$ cat config.mk
export PLATFORM = sky130hd
export DESIGN_NAME = helios_syndrome_ingress
export DESIGN_NICKNAME = d
export VERILOG_FILES = /design/src/rtl/helios_syndrome_ingress_pkg.sv /design/src/rtl/helios_syndrome_ingress_round_fifo.sv /design/src/rtl/helios_syndrome_ingress.sv
export SDC_FILE = /design/constraint.sdc
export NUM_CORES = 1
export LEC_CHECK = 0
export ABC_AREA = 1
export CAP_MARGIN = 20
export CORE_MARGIN = 2
export CORE_UTILIZATION = 59
export DETAILED_ROUTE_END_ITERATION = 10
export GPL_TIMING_DRIVEN = 0
export PLACE_DENSITY = 0.85
export SYNTH_ARGS = -nofsm -noshare
export SYNTH_HDL_FRONTEND = slang
export SYNTH_SLANG_ARGS = --single-unit
$ cat constraint.sdc
create_clock -name clk -period 5.3 [get_ports clk]
set_clock_uncertainty 0.05 [all_clocks]
set_input_delay 0.795 -clock clk [delete_from_list [all_inputs] [get_ports clk]]
set_output_delay 0.795 -clock clk [all_outputs]
set_load 0.005 [all_outputs]
$ cat src/rtl/helios_syndrome_ingress_pkg.sv
`default_nettype none
// ============================================================================
// Module      : helios_syndrome_ingress_pkg
// Description : Round geometry shared by the Helios ingress front-end and
//               the unified controller. Provides the ceil-div and max helpers
//               and the derived ROUND_BITS / BEATS / U_BIT_WIDTH values, so
//               both sides compute identical round shapes from the grid
//               parameters.
// Revision    : 1.0 - initial release
// ============================================================================
package helios_syndrome_ingress_pkg;

    // Default decoding-grid geometry.
    localparam int DEFAULT_GRID_WIDTH_X = 4;
    localparam int DEFAULT_GRID_WIDTH_Z = 1;
    localparam int DEFAULT_GRID_WIDTH_U = 3;

    // Pipeline stage identifier width used by the controller.
    localparam int STAGE_WIDTH = 3;

    function automatic int ceil_div(input int num, input int den);
        return (num + den - 1) / den;
    endfunction

    function automatic int max_int(input int a, input int b);
        return (a > b) ? a : b;
    endfunction

    // Measurement bits in one round.
    function automatic int round_bits(input int grid_x, input int grid_z);
        return grid_x * grid_z;
    endfunction

    // Host beats needed to carry one round.
    function automatic int beats(input int rbits, input int io_width);
        return ceil_div(rbits, io_width);
    endfunction

    // Width of the round-within-frame index (at least one bit).
    function automatic int u_bit_width(input int grid_u);
        return max_int(1, $clog2(grid_u));
    endfunction

endpackage
`default_nettype wire

$ cat src/rtl/helios_syndrome_ingress_round_fifo.sv
`default_nettype none
// ============================================================================
// Module      : helios_syndrome_ingress_round_fifo
// Description : Round buffer with registered read. The head entry lives in
//               an output register; older entries wait in a circular
//               storage array. A push into an empty buffer loads the output
//               register directly, so it becomes visible on the next cycle.
// Ports       : clk, reset      - clock, synchronous active-high reset
//               push, push_data - write request and payload
//               pop             - read request (ignored while empty)
//               pop_data        - registered head entry
//               full, empty     - status, full derived from occupancy
//               occupancy       - entries currently held (0..DEPTH)
// Revision    : 1.0 - initial release
// ============================================================================
module helios_syndrome_ingress_round_fifo
    import helios_syndrome_ingress_pkg::*;
#(
    parameter int WIDTH = 8,
    parameter int DEPTH = 4
) (
    input  logic                     clk,
    input  logic                     reset,
    input  logic                     push,
    input  logic [WIDTH-1:0]         push_data,
    input  logic                     pop,
    output logic [WIDTH-1:0]         pop_data,
    output logic                     full,
    output logic                     empty,
    output logic [$clog2(DEPTH):0]   occupancy
);

    localparam int c_PTR_W = max_int(1, $clog2(DEPTH));
    localparam int c_CNT_W = $clog2(DEPTH) + 1;

    logic [WIDTH-1:0]   r_mem [DEPTH];
    logic [c_PTR_W-1:0] r_wr_ptr;
    logic [c_PTR_W-1:0] r_rd_ptr;
    logic [c_CNT_W-1:0] r_count;
    logic [WIDTH-1:0]   r_dout;
    logic               r_valid;

    logic [c_CNT_W-1:0] w_mem_cnt;
    logic               w_full;
    logic               w_do_push;
    logic               w_do_pop;
    logic               w_load;
    logic               w_load_mem;
    logic               w_load_direct;
    logic               w_mem_write;

    // Entries sitting in the array, i.e. excluding the output register.
    assign w_mem_cnt     = r_count - c_CNT_W'(r_valid);
    assign w_full        = (r_count == c_CNT_W'(DEPTH));
    assign w_do_push     = push && !w_full;
    assign w_do_pop      = pop && r_valid;
    // The output register needs a new head when it is empty or being popped.
    assign w_load        = !r_valid || w_do_pop;
    assign w_load_mem    = w_load && (w_mem_cnt != '0);
    assign w_load_direct = w_load && (w_mem_cnt == '0) && w_do_push;
    assign w_mem_write   = w_do_push && !w_load_direct;

    // Storage needs no reset: an entry is only read after it was written.
    always_ff @(posedge clk) begin
        if (w_mem_write) begin
            r_mem[r_wr_ptr] <= push_data;
        end
    end

    always_ff @(posedge clk) begin
        if (reset) begin
            r_wr_ptr <= '0;
            r_rd_ptr <= '0;
            r_count  <= '0;
            r_dout   <= '0;
            r_valid  <= 1'b0;
        end else begin
            if (w_mem_write) begin
                r_wr_ptr <= r_wr_ptr + c_PTR_W'(1);
            end

            if (w_load_mem) begin
                r_dout   <= r_mem[r_rd_ptr];
                r_rd_ptr <= r_rd_ptr + c_PTR_W'(1);
                r_valid  <= 1'b1;
            end else if (w_load_direct) begin
                r_dout  <= push_data;
                r_valid <= 1'b1;
            end else if (w_load) begin
                // Nothing to show: data keeps its last value.
                r_valid <= 1'b0;
            end

            case ({w_do_push, w_do_pop})
                2'b10:   r_count <= r_count + c_CNT_W'(1);
                2'b01:   r_count <= r_count - c_CNT_W'(1);
                default: r_count <= r_count;
            endcase
        end
    end

    assign pop_data  = r_dout;
    assign full      = w_full;
    assign empty     = !r_valid;
    assign occupancy = r_count;

endmodule
`default_nettype wire

$ cat src/rtl/helios_syndrome_ingress.sv
`default_nettype none
// ============================================================================
// Module      : helios_syndrome_ingress
// Description : Helios decoder input front-end. Assembles IO_WIDTH-bit host
//               beats (LSB first) into GRID_WIDTH_X*GRID_WIDTH_Z-bit rounds,
//               tags each round with its index inside the GRID_WIDTH_U-round
//               frame, buffers up to FIFO_DEPTH rounds and counts frames.
// Ports       : clk, reset                 - clock, sync active-high reset
//               input_data/valid/ready     - host beat stream
//               flush                      - drop partial round, restart frame
//               round_data/index/last      - head-of-buffer round
//               round_valid/ready          - round handshake
//               frame_count                - completed frames (mod 2^16)
//               occupancy                  - rounds buffered
// Revision    : 1.0 - initial release
// ============================================================================
module helios_syndrome_ingress
    import helios_syndrome_ingress_pkg::*;
#(
    parameter int GRID_WIDTH_X = DEFAULT_GRID_WIDTH_X,
    parameter int GRID_WIDTH_Z = DEFAULT_GRID_WIDTH_Z,
    parameter int GRID_WIDTH_U = DEFAULT_GRID_WIDTH_U,
    parameter int IO_WIDTH     = 8,
    parameter int FIFO_DEPTH   = 4
) (
    input  logic                                      clk,
    input  logic                                      reset,
    input  logic [IO_WIDTH-1:0]                       input_data,
    input  logic                                      input_valid,
    output logic                                      input_ready,
    input  logic                                      flush,
    output logic [GRID_WIDTH_X*GRID_WIDTH_Z-1:0]      round_data,
    output logic [u_bit_width(GRID_WIDTH_U)-1:0]      round_index,
    output logic                                      round_last,
    output logic                                      round_valid,
    input  logic                                      round_ready,
    output logic [15:0]                               frame_count,
    output logic [$clog2(FIFO_DEPTH):0]               occupancy
);

    localparam int c_ROUND_BITS  = round_bits(GRID_WIDTH_X, GRID_WIDTH_Z);
    localparam int c_BEATS       = beats(c_ROUND_BITS, IO_WIDTH);
    localparam int c_U_BIT_WIDTH = u_bit_width(GRID_WIDTH_U);
    localparam int c_BEAT_W      = max_int(1, $clog2(c_BEATS));
    localparam int c_ENTRY_W     = 1 + c_U_BIT_WIDTH + c_ROUND_BITS;

    localparam logic [c_BEAT_W-1:0]      c_LAST_BEAT  = c_BEAT_W'(c_BEATS - 1);
    localparam logic [c_U_BIT_WIDTH-1:0] c_LAST_ROUND = c_U_BIT_WIDTH'(GRID_WIDTH_U - 1);

    logic [c_BEAT_W-1:0]      r_beat_cnt;
    logic [c_U_BIT_WIDTH-1:0] r_round_cnt;
    logic [c_ROUND_BITS-1:0]  r_asm;
    logic [15:0]              r_frame_count;

    logic [c_ROUND_BITS-1:0]  w_next_asm;
    logic                     w_beat_last;
    logic                     w_round_last;
    logic                     w_accept;
    logic                     w_push;
    logic [c_ENTRY_W-1:0]     w_push_entry;
    logic [c_ENTRY_W-1:0]     w_head_entry;
    logic                     w_fifo_full;
    logic                     w_fifo_empty;
    // Input bits that fall past ROUND_BITS in the final beat are discarded.
    logic                     w_unused_data;

    assign w_unused_data = ^input_data;

    assign w_beat_last  = (r_beat_cnt == c_LAST_BEAT);
    assign w_round_last = (r_round_cnt == c_LAST_ROUND);

    // Only a final beat can be blocked; readiness looks at registered
    // occupancy so a same-cycle pop frees space only from the next cycle.
    assign input_ready  = !(w_beat_last && w_fifo_full);
    assign w_accept     = input_valid && input_ready && !flush;
    assign w_push       = w_accept && w_beat_last;

    // Each round bit is owned by exactly one beat; the current beat's bits
    // come straight from the input so the final beat can be pushed at once.
    for (genvar j = 0; j < c_ROUND_BITS; j++) begin : g_asm
        localparam int c_BEAT = j / IO_WIDTH;
        localparam int c_BIT  = j % IO_WIDTH;
        assign w_next_asm[j] = (r_beat_cnt == c_BEAT_W'(c_BEAT)) ? input_data[c_BIT] : r_asm[j];
    end

    assign w_push_entry = {w_round_last, r_round_cnt, w_next_asm};

    always_ff @(posedge clk) begin
        if (reset) begin
            r_beat_cnt    <= '0;
            r_round_cnt   <= '0;
            r_asm         <= '0;
            r_frame_count <= '0;
        end else if (flush) begin
            r_beat_cnt  <= '0;
            r_round_cnt <= '0;
        end else if (w_accept) begin
            r_asm <= w_next_asm;
            if (w_beat_last) begin
                r_beat_cnt <= '0;
                if (w_round_last) begin
                    r_round_cnt   <= '0;
                    r_frame_count <= r_frame_count + 16'd1;
                end else begin
                    r_round_cnt <= r_round_cnt + c_U_BIT_WIDTH'(1);
                end
            end else begin
                r_beat_cnt <= r_beat_cnt + c_BEAT_W'(1);
            end
        end
    end

    helios_syndrome_ingress_round_fifo #(
        .WIDTH (c_ENTRY_W),
        .DEPTH (FIFO_DEPTH)
    ) u_round_fifo (
        .clk       (clk),
        .reset     (reset),
        .push      (w_push),
        .push_data (w_push_entry),
        .pop       (round_ready),
        .pop_data  (w_head_entry),
        .full      (w_fifo_full),
        .empty     (w_fifo_empty),
        .occupancy (occupancy)
    );

    assign round_data  = w_head_entry[c_ROUND_BITS-1:0];
    assign round_index = w_head_entry[c_ROUND_BITS +: c_U_BIT_WIDTH];
    assign round_last  = w_head_entry[c_ENTRY_W-1];
    assign round_valid = !w_fifo_empty;
    assign frame_count = r_frame_count;

endmodule
`default_nettype wire

==> summary.md <==
| Metric | Value |
|---|---|
| Final Hold Viols | `0` |
| GRT overflow | `0` |
| Worst reg2reg path endpoint | `u_round_fifo.r_mem[2][1]` |
| Initial core utilization | `60.2%` |
| Pin count of the biggest net entering global routing | `13` |
| Core Region | `5010 um^2` |
| Pins Over Slew Limit | `0` |
| Mapped Nets | `393` |
| Total clock sinks | `63` |
| Diodes inserted | `0` |
| Drt initial violations | `approximately 200` |
| Area Growth Syn to Fin | `21.1%` |
| Vias in the first global route | `2154` |
| FF-to-FF setup slack | `3.17 ns` |
| Fmax | `400 MHz` |
| Ordered list of cells on the worst path | `clkdlybuf4s50_1 > nand2_1 > inv_1 > nand2_4 > inv_1 > o21ai_2 > nor2_1` |
| Routed WL per cell | `about 12 um` |
| Number of buffers created by CTS | `9` |
| Drt pass-1 iters | `4` |
| Hold buffers post-CTS | `0` |
| DR vias | `2437` |
| Yosys warns | `0` |
| Register area share after synthesis | `51.1%` |
| Arrival @ worst endpoint | `2.42 ns` |
| Clock Pin Slew Worst Setup and Hold Paths | `0.07 ns` |
| Gpl congestion | `0.825` |
| Crit path time final | `2.50 ns` |
| Power per cell area | `385 nW/um^2` |
| Htree depth | `3` |
| Async set-reset flop share out of synthesis | `0%` |
| TritonCTS clock tree | `done` |
| DIE HEIGHT | `75.5 um` |
| Post-layout utilization of the core | `72.9%` |
| Reg2reg start | `u_round_fifo.occupancy[0]` |
| Critical Path RT | `5.22 ns` |
| Clk Latency, worst-skew pair | `0.34 ns` |
| Worst Path Buf+Inv | `3` |
| Delay-heaviest family, CP | `buffers and inverters` |
| Final HPWL DP | `4250 um` |
| Crit-path max cell delay | `0.56 ns` |
| Postcts setup bufs | `0` |
| Worst slew margin | `52.6%` |
| RSZ-0062 raised after global routing | `false` |
| Levels on crit path | `7` |
| Worst min path class | `flip-flop to flip-flop` |
| Total of max-cap violations | `0` |
| Gr usage total | `22.1%` |
| Post-CTS sizing | `0` |
| Nets | `439` |
| CTS Buffer Depth | `2` |
| First-pass GRT wire length | `9320 um` |
| Cell mode on critical path | `inv_1` |
| Crit path max-delay cell type | `nor2_1` |
| Max IR drop VDD | `about 220 uV` |
| Drt drc | `0` |
| Rows | `26` |
| Final period utilization | `between 40% and 50%` |
| Yosys cell types | `32` |
| Crit-path max FO | `7` |
| WL final | `about 6000 um` |
| Worst setup path start | `input_valid` |
| P_leak | `1.56 nW` |
| EDFF count, synth | `28` |
| Status | `complete, no violations` |
| Share of layout cells above drive strength 1 | `8.75%` |
| Initial antenna violation count | `0` |
| Antenna viol nets, final | `0` |
| Setup TNS | `0 ns` |
| Die ar. | `5700 um^2` |
| Post-Synthesis Cells | `around 370` |
| Crit end category | `flip-flop` |
| Crit Path Class | `primary input to flip-flop` |
| Ys flop type | `dfxtp_1` |
| Critical path startpoint category | `primary input` |
| Root Buffer | `clkbuf_8` |
| CP Capture Point | `u_round_fifo.r_mem[2][1]` |
| Mean Syn Cell Area | `roughly 8 um^2` |
| # port buffers | `35` |
| Worst slew pin tran | `0.709 ns` |
| Number of synthesized register bits | `63` |
| # setup viols final | `0` |
| Die width | `75.5 um` |
| Post-DR vias/cell | `a little under 5` |
| I/O pin cnt | `41` |
| Hold slack | `0.462 ns` |
| Reg2Reg Depth | `7` |
| Post-Syn Area | `roughly 3000 um^2` |
[synth_stat cells, types with 2 or more instances]
master | instances | area (um^2)
nor2_4 | 4 | 45.0
o21ai_2 | 2 | 17.5
nand3_1 | 11 | 55.1
nand2_4 | 2 | 22.5
a21oi_1 | 22 | 110
nand3_4 | 2 | 35.0
nand2_1 | 115 | 432
inv_1 | 53 | 199
o21ai_0 | 13 | 65.1
clkbuf_1 | 2 | 7.51
buf_2 | 3 | 15.0
ha_1 | 7 | 87.6
buf_6 | 2 | 22.5
xor2_1 | 3 | 26.3
a211oi_1 | 2 | 15.0
edfxtp_1 | 28 | 841
nor2_1 | 52 | 195
dfxtp_1 | 35 | 701
[power breakdown]
part           leakage (nW)  total, mW  internal, mW  switching, mW
Clock                0.0875      0.414         0.217          0.197
Sequential            0.546      0.589         0.559         0.0307
Combinational         0.923      0.403         0.165          0.238
[cell families after synthesis]
kind of cell,after synthesis,synth area share (%)
simple gates,192,27.3
buf+inv,63,8.59
flops,63,51.1
compound gates,42,8.22
fa+ha+maj,8,3.57
xor+xnor,4,1.16
[layout by cell type (no fill, tap or decap)]
| master | instances |
|---|---|
| ha_1 | 7 |
| nand3_4 | 2 |
| nand2_2 | 1 |
| bufinv_16 | 1 |
| clkinv_4 | 1 |
| nor2_1 | 52 |
| clkinv_1 | 1 |
| o21ai_2 | 2 |
| xor2_1 | 3 |
| nand3b_1 | 1 |
| a21oi_4 | 1 |
| buf_2 | 3 |
| a211oi_1 | 2 |
| nand4_1 | 1 |
| clkbuf_1 | 2 |
| nand2_1 | 115 |
| o21bai_1 | 1 |
| xnor2_1 | 1 |
| inv_2 | 1 |
| nor3b_1 | 1 |
| buf_6 | 2 |
| clkinv_2 | 1 |
| clkinvlp_4 | 4 |
| a21oi_1 | 22 |
| dfxtp_1 | 35 |
| fa_1 | 1 |
| buf_4 | 1 |
| nand3_1 | 11 |
| clkbuf_8 | 9 |
| o21ai_4 | 1 |
| nor2_2 | 1 |
| nor2_4 | 4 |
| nand2_4 | 2 |
| clkdlybuf4s50_1 | 35 |
| o21ai_0 | 13 |
| inv_1 | 53 |
| edfxtp_1 | 28 |
| and3_1 | 1 |
[metrics by stage]
stage | cells | total power [mW] | worst slack, ns | instance area [um^2]
after floorplan | 372 | 0.870 | 3.09 | 3020
after global placement | 477 | 0.987 | 2.52 | 3450
after detailed placement | 477 | 1.00 | 2.46 | 3450
after CTS | 493 | 1.41 | 2.79 | 3650
after global routing | 493 | 1.48 | 2.65 | 3650
final | 493 | 1.41 | 2.80 | 3650
[area by class of cell]
cell class / count / area (um^2)
fill: 415 / 1360
inverter: 55 / 206
multi-input combinational: 246 / 1210
buffer: 8 / 52.6
timing repair buffer: 35 / 350
clock inverter: 7 / 73.8
tap: 70 / 87.6
clock buffer: 9 / 124
sequential: 63 / 1540
[worst min path at each step]
stage / cells past startpoint / slack (ns) / to / from
2_1_floorplan: 0 / 0.41 / u_round_fifo.r_mem[0][5] / r_round_cnt[1]
3_3_place_gp: 2 / 0.43 / frame_count[10] / frame_count[10]
3_5_place_dp: 2 / 0.45 / frame_count[10] / frame_count[10]
4_1_cts: 2 / 0.47 / frame_count[10] / frame_count[10]
5_1_grt: 1 / 0.49 / u_round_fifo.occupancy[0] / u_round_fifo.occupancy[0]
6_report: 1 / 0.46 / u_round_fifo.occupancy[0] / u_round_fifo.occupancy[0]
[flip-flops by register name, summed over array words and instances (netlist names), named ones only]
signal and count:
u_round_fifo.r_rd_ptr 2, u_round_fifo.r_mem 28, u_round_fifo.r_valid 1, u_round_fifo.r_wr_ptr 2, frame_count 16, r_round_cnt 2
u_round_fifo.pop_data 7, u_round_fifo.occupancy 3
[per-layer routing]
metal	wire length [um]	up-vias	global-route usage, %	part of all wire, %
met5	0	-	0	0
met4	63	0	10.1	1.1
met3	343	8	5.56	5.7
met2	2940	61	35.2	49
met1	2640	1118	28.5	44
li1	-	1250	-	-
Note: power is estimated with default switching activity, not from simulation.
